===== src/rtl/gpio_pkg.sv =====
// Shared definitions for the APB GPIO bank.
// Register offsets, APB FSM encoding, data width.
package gpio_pkg;

  localparam int DATA_W = 32;

  localparam logic [7:0] OFF_OUT  = 8'h00;
  localparam logic [7:0] OFF_DIR  = 8'h04;
  localparam logic [7:0] OFF_IN   = 8'h08;
  localparam logic [7:0] OFF_SET  = 8'h0C;
  localparam logic [7:0] OFF_CLR  = 8'h10;
  localparam logic [7:0] OFF_IEN  = 8'h14;
  localparam logic [7:0] OFF_IST  = 8'h18;

  typedef enum logic [1:0] {
    S_IDLE   = 2'd0,
    S_ACCESS = 2'd1,
    S_DONE   = 2'd2
  } state_t;

endpackage


===== src/rtl/gpio_sync.sv =====
// Multi-stage flop chain bringing async pins into clk.
// Async active-high reset clears every stage.
module gpio_sync #(
  parameter int WIDTH  = 8,
  parameter int STAGES = 2
) (
  input  logic             clk,
  input  logic             reset,
  input  logic [WIDTH-1:0] d,
  output logic [WIDTH-1:0] q
);

  logic [WIDTH-1:0] ff [STAGES];

  always_ff @(posedge clk or posedge reset) begin
    if (reset) begin
      for (int i = 0; i < STAGES; i++)
        ff[i] <= '0;
    end else begin
      ff[0] <= d;
      for (int i = 1; i < STAGES; i++)
        ff[i] <= ff[i-1];
    end
  end

  assign q = ff[STAGES-1];

endmodule


===== src/rtl/apb_gpio_bank.sv =====
// APB slave GPIO bank: OUT/DIR/IN/SET/CLR, wait states.
// Edge interrupts built only with macro GPIO_IRQ_EN.
module apb_gpio_bank
  import gpio_pkg::*;
#(
  parameter int          WIDTH       = 8,
  parameter logic [31:0] BASE_ADDR   = 32'h8000_0000,
  parameter logic [31:0] RESET_OUT   = 32'h80,
  parameter logic [31:0] RESET_DIR   = 32'hFF,
  parameter int          WAIT_STATES = 0,
  parameter int          SYNC_STAGES = 2
) (
  input  logic              clk,
  input  logic              reset,
  input  logic              psel,
  input  logic              penable,
  input  logic              pwrite,
  input  logic [31:0]       paddr,
  input  logic [31:0]       pwdata,
  output logic [31:0]       prdata,
  output logic              pready,
  output logic              pslverr,
  input  logic [WIDTH-1:0]  gpio_in,
  output logic [WIDTH-1:0]  gpio_out,
  output logic [WIDTH-1:0]  gpio_oe,
  output logic              irq
);

  state_t state, state_nx;
  logic [3:0] cnt, cnt_nx;
  logic rdy_nx, serr_nx, commit, wr_en, err;
  logic [DATA_W-1:0] rdata_nx, rd;
  logic [WIDTH-1:0] out_q, dir_q, in_sync, wd;
  logic [7:0] off;
  logic sel_out, sel_dir, sel_in, sel_set, sel_clr;
  logic sel_ien, sel_ist;

  gpio_sync #(
    .WIDTH  (WIDTH),
    .STAGES (SYNC_STAGES)
  ) u_sync (
    .clk   (clk),
    .reset (reset),
    .d     (gpio_in),
    .q     (in_sync)
  );

  assign off     = paddr[7:0];
  assign wd      = pwdata[WIDTH-1:0];
  assign sel_out = (off == OFF_OUT);
  assign sel_dir = (off == OFF_DIR);
  assign sel_in  = (off == OFF_IN);
  assign sel_set = (off == OFF_SET);
  assign sel_clr = (off == OFF_CLR);
  assign sel_ien = (off == OFF_IEN);
  assign sel_ist = (off == OFF_IST);

`ifdef GPIO_IRQ_EN
  logic [WIDTH-1:0] ien_q, ist_q, in_prev;
`endif

  always_comb begin
    rd  = '0;
    err = 1'b0;
    unique case (1'b1)
      sel_out: rd[WIDTH-1:0] = out_q;
      sel_dir: rd[WIDTH-1:0] = dir_q;
      sel_in: begin
        rd[WIDTH-1:0] = in_sync;
        err = pwrite;
      end
      sel_set, sel_clr: rd = '0;
`ifdef GPIO_IRQ_EN
      sel_ien: rd[WIDTH-1:0] = ien_q;
      sel_ist: rd[WIDTH-1:0] = ist_q;
`endif
      default: err = 1'b1;
    endcase
    if (paddr[31:8] != BASE_ADDR[31:8] ||
        paddr[1:0] != 2'b00)
      err = 1'b1;
  end

  always_comb begin
    state_nx = state;
    cnt_nx   = cnt;
    rdy_nx   = 1'b0;
    rdata_nx = '0;
    serr_nx  = 1'b0;
    commit   = 1'b0;
    unique case (state)
      S_IDLE: begin
        if (psel && !penable) begin
          state_nx = S_ACCESS;
          cnt_nx   = 4'(WAIT_STATES);
          if (WAIT_STATES == 0) begin
            rdy_nx   = 1'b1;
            rdata_nx = err ? '0 : rd;
            serr_nx  = err;
          end
        end
      end
      S_ACCESS: begin
        if (!psel) begin
          state_nx = S_IDLE;
        end else if (pready) begin
          if (penable) begin
            commit   = 1'b1;
            state_nx = S_DONE;
          end else begin
            rdy_nx   = 1'b1;
            rdata_nx = prdata;
            serr_nx  = pslverr;
          end
        end else if (cnt != 4'd0) begin
          cnt_nx = cnt - 4'd1;
          if (cnt == 4'd1) begin
            rdy_nx   = 1'b1;
            rdata_nx = err ? '0 : rd;
            serr_nx  = err;
          end
        end
      end
      S_DONE:  state_nx = S_IDLE;
      default: state_nx = S_IDLE;
    endcase
  end

  always_ff @(posedge clk or posedge reset) begin
    if (reset) begin
      state   <= S_IDLE;
      cnt     <= '0;
      pready  <= 1'b0;
      prdata  <= '0;
      pslverr <= 1'b0;
    end else begin
      state   <= state_nx;
      cnt     <= cnt_nx;
      pready  <= rdy_nx;
      prdata  <= rdata_nx;
      pslverr <= serr_nx;
    end
  end

  // error decision was latched with pready; trust it
  assign wr_en = commit && pwrite && !pslverr;

  always_ff @(posedge clk or posedge reset) begin
    if (reset) begin
      out_q <= RESET_OUT[WIDTH-1:0];
      dir_q <= RESET_DIR[WIDTH-1:0];
    end else if (wr_en) begin
      unique case (1'b1)
        sel_out: out_q <= wd;
        sel_dir: dir_q <= wd;
        sel_set: out_q <= out_q | wd;
        sel_clr: out_q <= out_q & ~wd;
        default: ;
      endcase
    end
  end

  assign gpio_out = out_q;
  assign gpio_oe  = dir_q;

`ifdef GPIO_IRQ_EN
  logic [WIDTH-1:0] rise, w1c;

  assign rise = in_sync & ~in_prev & ien_q;
  assign w1c  = (wr_en && sel_ist) ? wd : '0;

  always_ff @(posedge clk or posedge reset) begin
    if (reset) begin
      ien_q   <= '0;
      ist_q   <= '0;
      in_prev <= '0;
      irq     <= 1'b0;
    end else begin
      in_prev <= in_sync;
      if (wr_en && sel_ien)
        ien_q <= wd;
      // a fresh edge outranks a same-cycle clear
      ist_q <= (ist_q & ~w1c) | rise;
      irq   <= |(ist_q & ien_q);
    end
  end
`else
  assign irq = 1'b0;
`endif

  logic unused_ok;
  assign unused_ok = &{1'b0, pwdata, sel_ien, sel_ist};

endmodule


===== config.mk =====
export PLATFORM = sky130hd
export DESIGN_NAME = apb_gpio_bank
export DESIGN_NICKNAME = d
export VERILOG_FILES = /design/src/rtl/gpio_pkg.sv /design/src/rtl/gpio_sync.sv /design/src/rtl/apb_gpio_bank.sv
export SDC_FILE = /design/constraint.sdc
export NUM_CORES = 1
export LEC_CHECK = 0
export ABC_AREA = 1
export CAP_MARGIN = 15
export CORE_MARGIN = 4
export CORE_UTILIZATION = 36
export DETAILED_ROUTE_END_ITERATION = 7
export PLACE_DENSITY = 0.82
export SYNTH_ARGS = -nofsm -noshare
export SYNTH_HDL_FRONTEND = slang
export SYNTH_SLANG_ARGS = --single-unit

===== constraint.sdc =====
create_clock -name clk -period 2.4 [get_ports clk]
set_clock_uncertainty 0.05 [all_clocks]
set_input_delay 0.48 -clock clk [delete_from_list [all_inputs] [get_ports clk]]
set_output_delay 0.48 -clock clk [all_outputs]
set_load 0.03 [all_outputs]

==> impl_metrics.env, run 1 <==
export IMPL_synth_edf_count=0
export IMPL_timing_fmax_mhz=479
export IMPL_die_h_um=96.9
export IMPL_critPathSlowestCell="clkdlybuf4s50_1"
export IMPL_max_slew_margin=0.609
export IMPL_initial_utilization=0.370
export IMPL_worstSetupPathType="reg -> out"
export IMPL_synth_area_leaders="dfrtp_1 (34%), nand2_1 (17%), dfstp_2 (8.3%)"
export IMPL_critPathMaxStageDelay_ns=0.68
export IMPL_cp_num_buf_inv=1
export IMPL_cts_setup_buffers=0
export IMPL_ys_top_cells_by_count="nand2_1 (129), inv_1 (45), dfrtp_1 (39)"
export IMPL_start_kind="flip-flop"
export IMPL_cpLargestDelayFamily="buffers and inverters"
export IMPL_yosysMostFrequentCell="nand2_1"
export IMPL_rsz0062_at_grt="false"
export IMPL_cts_root_buf="clkbuf_8"
export IMPL_r2r_start="cnt[0]"
export IMPL_drt_wirelength_per_cell_um=12.5
export IMPL_gp_congestion=0.788
export IMPL_cts_resized=0
export IMPL_die_w_um=96.9
export IMPL_final_nets=531
export IMPL_place_ws_ns=0.245
export IMPL_hp_start="u_sync.ff[13]"
export IMPL_rr_worst_depth=8
export IMPL_synthArstFlopShare=1.00
export IMPL_clock_sinks=48
export IMPL_cts_htree_levels=2
export IMPL_path_cells="clkdlybuf4s50_1"
export IMPL_grt_ovfl_total=0
export IMPL_synth_seq_cells=48
export IMPL_grtUsageTotal=0.150
export IMPL_diodes=0
export IMPL_cts_buffers=5
export IMPL_num_io_pins=128
export IMPL_drive_gt1_frac=0.126
export IMPL_final_antenna_net_count=0
export IMPL_yosysSeqAreaShare=0.426
export IMPL_synth_area_leader_cell="dfrtp_1"
export IMPL_startpoint="gpio_oe[1]"
export IMPL_clock_path_buffers=2
export IMPL_cp_arrival_ns=1.56
export IMPL_whs_path_depth=0
export IMPL_nFillCells=740
export IMPL_route_detailed_drc=0
export IMPL_cap_violations=0
export IMPL_multi_input_area_mm2=0.00133
export IMPL_drv_slew=0
export IMPL_p_per_area_mw_per_mm2=481
export IMPL_grt_pass1_vias=2562
export IMPL_tns_ns=0
export IMPL_cts_tree="done"
export IMPL_regArea_mm2=0.00121
export IMPL_numPortBuffers=78
export IMPL_avgSynthCellArea_um2=7.77
export IMPL_fin_ws_ns=0.311
export IMPL_cp_max_fo=3
export IMPL_dr_pass1_iters=5
export IMPL_wirelength_mm=6.92
export IMPL_tightestPinTransition_ns=0.587
export IMPL_ys_types=29
export IMPL_leakage_nw=1.89
export IMPL_status="finished clean"
export IMPL_peakVddDrop_mv=0.288
export IMPL_hold_viol=0
export IMPL_clk_latency_ns=0.30
export IMPL_whs_endpoint="u_sync.q[5]"
export IMPL_yosysWarnings=0
export IMPL_critPathCaptureType="primary output"
export IMPL_postSynthCellCount=366
export IMPL_synth_flop_cell="dfrtp_1"
export IMPL_ctsHoldBuffers=0
export IMPL_grt_pass1_wl_mm=11.7
export IMPL_die_area_mm2=0.00938
export IMPL_required_ns=1.87
export IMPL_core_area_mm2=0.00769
export IMPL_grt_start_max_net_pins=49
export IMPL_drtIter0Drc=123
export IMPL_hpwl_mm=5.56
export IMPL_yosys_area_top_type_share=0.343
export IMPL_finalSetupViolCount=0
export IMPL_synth_area_mm2=0.00284
export IMPL_rrSetupSlack_ns=0.78
export IMPL_num_vias=2536
export IMPL_rows=32
export IMPL_finalCriticalPeriod_ns=2.09
export IMPL_antenna_found_initial=0
export IMPL_hp_class="reg -> reg"
export IMPL_syn_to_final_growth_pct=32.6
export IMPL_clkTransAtPathRegs_ns=0.09
export IMPL_routed_via_density=4.58
export IMPL_regToRegEndpoint="prdata[3]"
export IMPL_finalCritPeriodShare=0.870
worst max path at each step:
stage / to / slack, ns / cells after the start
2_1_floorplan: cnt[0] / 0.74 / 1
3_3_place_gp: gpio_out[0] / 0.26 / 10
3_5_place_dp: gpio_out[5] / 0.25 / 10
4_1_cts: gpio_out[7] / 0.30 / 1
5_1_grt: gpio_oe[0] / 0.26 / 1
6_report: gpio_oe[1] / 0.31 / 1
logic make-up after synthesis:
kind of cell,after synthesis,synth area share
AOI/OAI and AO/OA,15,0.0396
adders and majority gates,3,0.0132
buffers and inverters,75,0.136
DFF,48,0.426
other,1,0.00132
and+or+nand+nor,224,0.383
layer usage:
layer / GRT usage / vias to the layer above / share of wire
met2: 0.272 / 99 / 0.52
met1: 0.178 / 1183 / 0.39
met5: 0 / - / 0
met3: 0.0404 / 14 / 0.068
li1: - / 1240 / -
met4: 0.0302 / 0 / 0.019
metrics by stage:
stage	utilization	instances	area [µm²]	total power (W)	hold slack [ns]
3_5_place_dp	0.476	546	3660	0.00125	0.286
6_report	0.490	554	3770	0.00181	0.304
3_3_place_gp	0.476	546	3660	0.00122	0.286
5_1_grt	0.490	554	3770	0.00191	0.312
4_1_cts	0.490	554	3770	0.00182	0.307
2_1_floorplan	-	390	2930	0.00113	0.281
placed cells by master (no fill, tap or decap), types with 2 or more instances in the layout:
| master | count |
|---|---|
| nand2_1 | 129 |
| clkdlybuf4s50_1 | 78 |
| inv_1 | 44 |
| dfrtp_1 | 39 |
| nand3_1 | 35 |
| nor2_1 | 29 |
| conb_1 | 25 |
| o21ai_2 | 9 |
| dfstp_2 | 9 |
| nor2_4 | 8 |
| clkbuf_8 | 5 |
| nand2_4 | 4 |
| nand2_2 | 4 |
| nor2_2 | 3 |
| inv_2 | 3 |
| nand3b_1 | 3 |
| nor2_8 | 3 |
| ha_1 | 3 |
| o21ai_0 | 2 |
| a21oi_1 | 2 |
| buf_4 | 2 |
where the power goes:
part / switching, W / internal (W) / total [W]
Combinational: 0.000201 / 0.000146 / 0.000347
Sequential: 0.0000348 / 0.000852 / 0.000886
Clock: 0.000269 / 0.000308 / 0.000577
Total: 0.000505 / 0.00131 / 0.00181
sequential cells by signal, indices dropped and copies added, names as in the netlist:
register,flops
pready,1
u_sync.q,8
state,2
u_sync.ff,8
pslverr,1
prdata,8
gpio_oe,8
gpio_out,8
cnt,4
layout make-up:
cell class / count / share of cell area
tap: 102 / 0.0339
clock inverter: 3 / 0.0113
timing repair buffer: 80 / 0.211
multi-input combinational: 267 / 0.354
sequential: 48 / 0.322
inverter: 49 / 0.0501
clock buffer: 5 / 0.0183
No activity file was read; power rests on OpenSTA's default activity.
==> run 2, diff against run 1 <==
==> constraint.sdc (replaced) <==
create_clock -name clk -period 1.95 [get_ports clk]
set_clock_uncertainty 0.05 [all_clocks]
set_input_delay 0.39 -clock clk [delete_from_list [all_inputs] [get_ports clk]]
set_output_delay 0.39 -clock clk [all_outputs]
set_load 0.03 [all_outputs]
==> run 2 against run 1 <==
Die area stayed put. First-iteration DRC count is 28% higher. Power is 26% higher. Largest power group unchanged.
==> impl_metrics.env, run 2 (synthesized netlist as in run 1, its figures left out) <==
export IMPL_rr_worst_depth=8
export IMPL_route_detailed_drc=0
export IMPL_cts_setup_buffers=0
export IMPL_die_area_mm2=0.00938
export IMPL_switchingPower_w=0.000629
export IMPL_grtUsageTotal=0.154
export IMPL_rows=32
export IMPL_r2r_start="cnt[0]"
export IMPL_grt_ovfl_total=0
export IMPL_peakVddDrop_mv=0.340
export IMPL_busiest_layer="met2"
export IMPL_syn_to_final_growth_pct=36.8
export IMPL_drv_slew=0
export IMPL_seqPwrFrac=0.478
export IMPL_whs_path_depth=0
export IMPL_clkTransAtPathRegs_ns=0.08
export IMPL_grt_use_met3=0.0288
export IMPL_cp_max_fo=3
export IMPL_grt_pass1_wl_mm=11.9
export IMPL_grt_start_max_net_pins=49
export IMPL_antenna_found_initial=0
export IMPL_swShare=0.276
export IMPL_cts_root_buf="clkbuf_8"
export IMPL_leakage_nw=2.01
export IMPL_hpwl_mm=5.59
export IMPL_numPortBuffers=78
export IMPL_cp_endpoint="pslverr"
export IMPL_drt_wirelength_per_cell_um=12.2
export IMPL_routed_via_density=4.43
export IMPL_critPathCaptureType="primary output"
export IMPL_total_power_w=0.00228
export IMPL_diodes=0
export IMPL_hp_class="reg -> reg"
export IMPL_wirelength_mm=6.89
export IMPL_post_dp_cell_area_mm2=0.00378
export IMPL_place_ws_ns=-0.108
export IMPL_design_area_mm2=0.00389
export IMPL_finalSetupViolCount=0
export IMPL_die_h_um=96.9
export IMPL_tns_ns=0
export IMPL_clock_power_share=0.331
export IMPL_final_antenna_net_count=0
export IMPL_status="finished clean"
export IMPL_p_comb_frac=0.191
export IMPL_fin_ws_ns=0.0589
export IMPL_cts_buffers=5
export IMPL_met1_usage=0.183
export IMPL_critPathMaxStageDelay_ns=0.71
export IMPL_clock_path_buffers=2
export IMPL_cp_num_buf_inv=1
export IMPL_finalCritPeriodShare=0.970
export IMPL_num_vias=2502
export IMPL_gp_congestion=0.819
export IMPL_clock_sinks=48
export IMPL_critPathSlowestCell="clkdlybuf4s50_1"
export IMPL_cpLargestDelayFamily="buffers and inverters"
export IMPL_drive_gt1_frac=0.147
export IMPL_num_io_pins=128
export IMPL_start_kind="flip-flop"
export IMPL_regToRegEndpoint="prdata[7]"
export IMPL_worstSetupPathType="reg -> out"
export IMPL_timing_fmax_mhz=529
export IMPL_internal_power_w=0.00165
export IMPL_rrSetupSlack_ns=0.36
export IMPL_final_cell_mix="nand2_1 (129), clkdlybuf4s50_1 (69), inv_1 (44), dfrtp_1 (39), nand3_1 (35)"
export IMPL_cts_htree_levels=2
export IMPL_die_w_um=96.9
export IMPL_hold_viol=0
export IMPL_required_ns=1.51
export IMPL_startpoint="pslverr"
export IMPL_drtIter0Drc=157
export IMPL_rsz0062_at_grt="false"
export IMPL_clk_latency_ns=0.30
export IMPL_p_per_area_mw_per_mm2=587
export IMPL_grt_pass1_vias=2578
export IMPL_dr_pass1_iters=4
export IMPL_final_nets=542
export IMPL_path_depth=1
export IMPL_cts_tree="done"
export IMPL_cp_arrival_ns=1.45
export IMPL_initial_utilization=0.370
export IMPL_layout_commonest_cell="nand2_1"
export IMPL_gr_usage_met2=0.283
export IMPL_finalCriticalPeriod_ns=1.89
export IMPL_core_area_mm2=0.00769
export IMPL_cap_violations=0
export IMPL_path_cells="clkdlybuf4s50_1"
## run 2: power by group through the flow
stage / clock (W) / combinational [W] / sequential, W
6_report: 0.000754 / 0.000436 / 0.00109
5_1_grt: 0.000810 / 0.000485 / 0.00110
4_1_cts: 0.000770 / 0.000434 / 0.00109
3_5_place_dp: 0 / 0.000434 / 0.00111
3_3_place_gp: 0 / 0.000407 / 0.00110
2_1_floorplan: 0 / 0.000286 / 0.00110
## run 2: worst min path at each step
stage / start / endpoint / slack, ns
after floorplan: u_sync.ff[8] / u_sync.q[0] / 0.28
after global placement: u_sync.ff[13] / u_sync.q[5] / 0.29
after detailed placement: u_sync.ff[15] / u_sync.q[7] / 0.29
after CTS: u_sync.ff[15] / u_sync.q[7] / 0.31
after global routing: u_sync.ff[14] / u_sync.q[6] / 0.32
final: u_sync.ff[15] / u_sync.q[7] / 0.30
## run 2: cell type report
class | count | area (µm²)
repair buffers | 91 | 905
flip-flops and latches | 48 | 1210
multi-input cells | 267 | 1330
clock inverters | 2 | 38.8
fillers | 725 | 3800
clock buffers | 6 | 82.6
well taps | 102 | 128
inverters | 49 | 189
## run 2: per-stage QoR
step	cells	util	hold WS, ns
floorplan	390	-	0.281
CTS	565	0.506	0.308
global placement	557	0.491	0.287
detailed placement	557	0.491	0.287
global route	565	0.506	0.317
finish	565	0.506	0.305
## run 2: metal layers
| metal | share of wire | vias to the layer above |
|---|---|---|
| met4 | 0.011 | 0 |
| met1 | 0.40 | 1150 |
| met2 | 0.53 | 80 |
| li1 | - | 1265 |
| met5 | 0 | - |
| met3 | 0.054 | 7 |
## run 2: timing repair
item | in CTS | in global routing
gates resized for setup | 9 | 0
endpoints found under the setup margin | 9 | 0
hold buffers | 0 | 0
==> run 3, diff against run 2 <==
--- a/config.mk
+++ b/config.mk
@@ -9,8 +9,10 @@
 export CAP_MARGIN = 15
 export CORE_MARGIN = 4
 export CORE_UTILIZATION = 36
+export CTS_CLUSTER_DIAMETER = 40
 export DETAILED_ROUTE_END_ITERATION = 7
 export PLACE_DENSITY = 0.82
+export RECOVER_POWER = 50
 export SYNTH_ARGS = -nofsm -noshare
 export SYNTH_HDL_FRONTEND = slang
 export SYNTH_SLANG_ARGS = --single-unit
==> run 3 against run 2 <==
Cell count is the same. Sequential power is essentially flat. Clock power is essentially flat. Critical path depth is the same. Via count grew 0.12%. Utilization shrank 0.20 points. Design area shrank 0.39%. Largest cell class unchanged.
==> impl_metrics.env, run 3 (synthesized netlist as in run 1, its figures left out) <==
export IMPL_grt_pass1_wl_mm=11.9
export IMPL_num_io_pins=128
export IMPL_syn_to_final_growth_pct=36.2
export IMPL_route_detailed_drc=0
export IMPL_final_cell_mix="nand2_1 (129), clkdlybuf4s50_1 (60), inv_1 (44), dfrtp_1 (39), nand3_1 (35)"
export IMPL_path_cells="clkdlybuf4s50_1"
export IMPL_cp_max_fo=3
export IMPL_whs_endpoint="u_sync.q[7]"
export IMPL_final_cells=565
export IMPL_finalSetupViolCount=0
export IMPL_dp_cells=557
export IMPL_drtIter0Drc=157
export IMPL_drt_wirelength_per_cell_um=12.2
export IMPL_wirelength_mm=6.89
export IMPL_critPathSlowestCell="clkdlybuf4s50_1"
export IMPL_numPortBuffers=78
export IMPL_cp_arrival_ns=1.45
export IMPL_tightestPinTransition_ns=1.15
export IMPL_nFillCells=727
export IMPL_cap_violations=0
export IMPL_num_vias=2505
export IMPL_holdWs_ns=0.305
export IMPL_grt_pass1_vias=2578
export IMPL_core_area_mm2=0.00769
export IMPL_die_area_mm2=0.00938
export IMPL_required_ns=1.51
export IMPL_hp_class="reg -> reg"
export IMPL_cts_tree="done"
export IMPL_clock_sinks=48
export IMPL_cts_root_buf="clkbuf_8"
export IMPL_regToRegEndpoint="prdata[7]"
export IMPL_antenna_found_initial=0
export IMPL_rr_worst_depth=8
export IMPL_hp_start="u_sync.ff[15]"
export IMPL_grt_ovfl_total=0
export IMPL_r2r_start="cnt[0]"
export IMPL_gp_congestion=0.819
export IMPL_critPathCaptureType="primary output"
export IMPL_finalCriticalPeriod_ns=1.89
export IMPL_cpLargestDelayFamily="buffers and inverters"
export IMPL_routed_via_density=4.43
export IMPL_rows=32
export IMPL_cp_num_buf_inv=1
export IMPL_clk_latency_ns=0.30
export IMPL_layout_commonest_cell="nand2_1"
export IMPL_die_h_um=96.9
export IMPL_cts_htree_levels=2
export IMPL_place_ws_ns=-0.108
export IMPL_post_route_util=0.504
export IMPL_peakVddDrop_mv=0.340
export IMPL_drive_gt1_frac=0.147
export IMPL_grtUsageTotal=0.154
export IMPL_rrSetupSlack_ns=0.35
export IMPL_dr_pass1_iters=4
export IMPL_start_kind="flip-flop"
export IMPL_clkTransAtPathRegs_ns=0.08
export IMPL_ctsHoldBuffers=0
export IMPL_leakage_nw=2.01
export IMPL_cts_buffers=5
export IMPL_final_antenna_net_count=0
export IMPL_final_nets=542
export IMPL_hpwl_mm=5.59
export IMPL_fin_ws_ns=0.0590
export IMPL_clock_path_buffers=2
export IMPL_max_slew_margin=0.231
export IMPL_initial_utilization=0.370
export IMPL_finalCritPeriodShare=0.970
export IMPL_drv_slew=0
export IMPL_whs_path_depth=0
export IMPL_worstSetupPathType="reg -> out"
export IMPL_rsz0062_at_grt="false"
export IMPL_diodes=0
export IMPL_status="finished clean"
export IMPL_grt_start_max_net_pins=49
export IMPL_timing_fmax_mhz=529
export IMPL_p_per_area_mw_per_mm2=587
export IMPL_path_depth=1
export IMPL_critPathMaxStageDelay_ns=0.71
export IMPL_hold_viol=0
export IMPL_die_w_um=96.9
-- run 3: worst max-delay path by stage --
stage,start,endpoint,slack [ns]
6_report,pslverr,pslverr,0.06
5_1_grt,pslverr,pslverr,0.02
4_1_cts,pslverr,pslverr,0.04
3_5_place_dp,paddr[7],gpio_out[1],-0.11
3_3_place_gp,paddr[6],gpio_out[0],-0.05
2_1_floorplan,reset,cnt[0],0.38
-- run 3: where the power goes --
group	internal [W]	leakage, nW	switching, W	total [W]
registers	0.00105	0.594	0.0000436	0.00109
clock network	0.000419	0.0614	0.000335	0.000754
logic	0.000178	1.35	0.000250	0.000428
total	0.00165	2.01	0.000628	0.00227
-- run 3: worst reg2reg max path: stages (launching register included) --
cell,delay (ns)
dfrtp_1,0.39
inv_1,0.10
ha_1,0.24
nand3b_1,0.19
nor2_1,0.12
nor2_1,0.09
nor2_4,0.17
nand3_1,0.12
nand2_1,0.08
-- run 3: final cells by class --
type	count	area, µm²	area share
Inverter	49	189	0.0488
Timing Repair Buffer	91	890	0.230
Tap cell	102	128	0.0330
Multi-Input combinational cell	267	1330	0.344
Clock buffer	6	82.6	0.0213
Sequential cell	48	1210	0.313
Clock inverter	2	38.8	0.0100
-- run 3: per-stage QoR --
step	area, µm²	power, W	setup TNS, ns
5_1_grt	3870	0.00239	0
2_1_floorplan	2930	0.00139	0
3_3_place_gp	3780	0.00151	-0.395
6_report	3870	0.00227	0
3_5_place_dp	3780	0.00154	-1.56
4_1_cts	3890	0.00229	0
-- run 3: per-layer routing --
layer | track usage | up-vias | wire, µm
li1 | - | 1265 | -
met1 | 0.183 | 1151 | 2770
met2 | 0.283 | 82 | 3670
met3 | 0.0288 | 7 | 381
met4 | 0.0432 | 0 | 75
met5 | 0 | - | 0
-- run 3: repair_timing --
item | CTS | global route
gates resized for setup | 9 | 0
setup buffers | 0 | 0
hold endpoints to repair | 0 | 0
endpoints found under the setup margin | 9 | 0
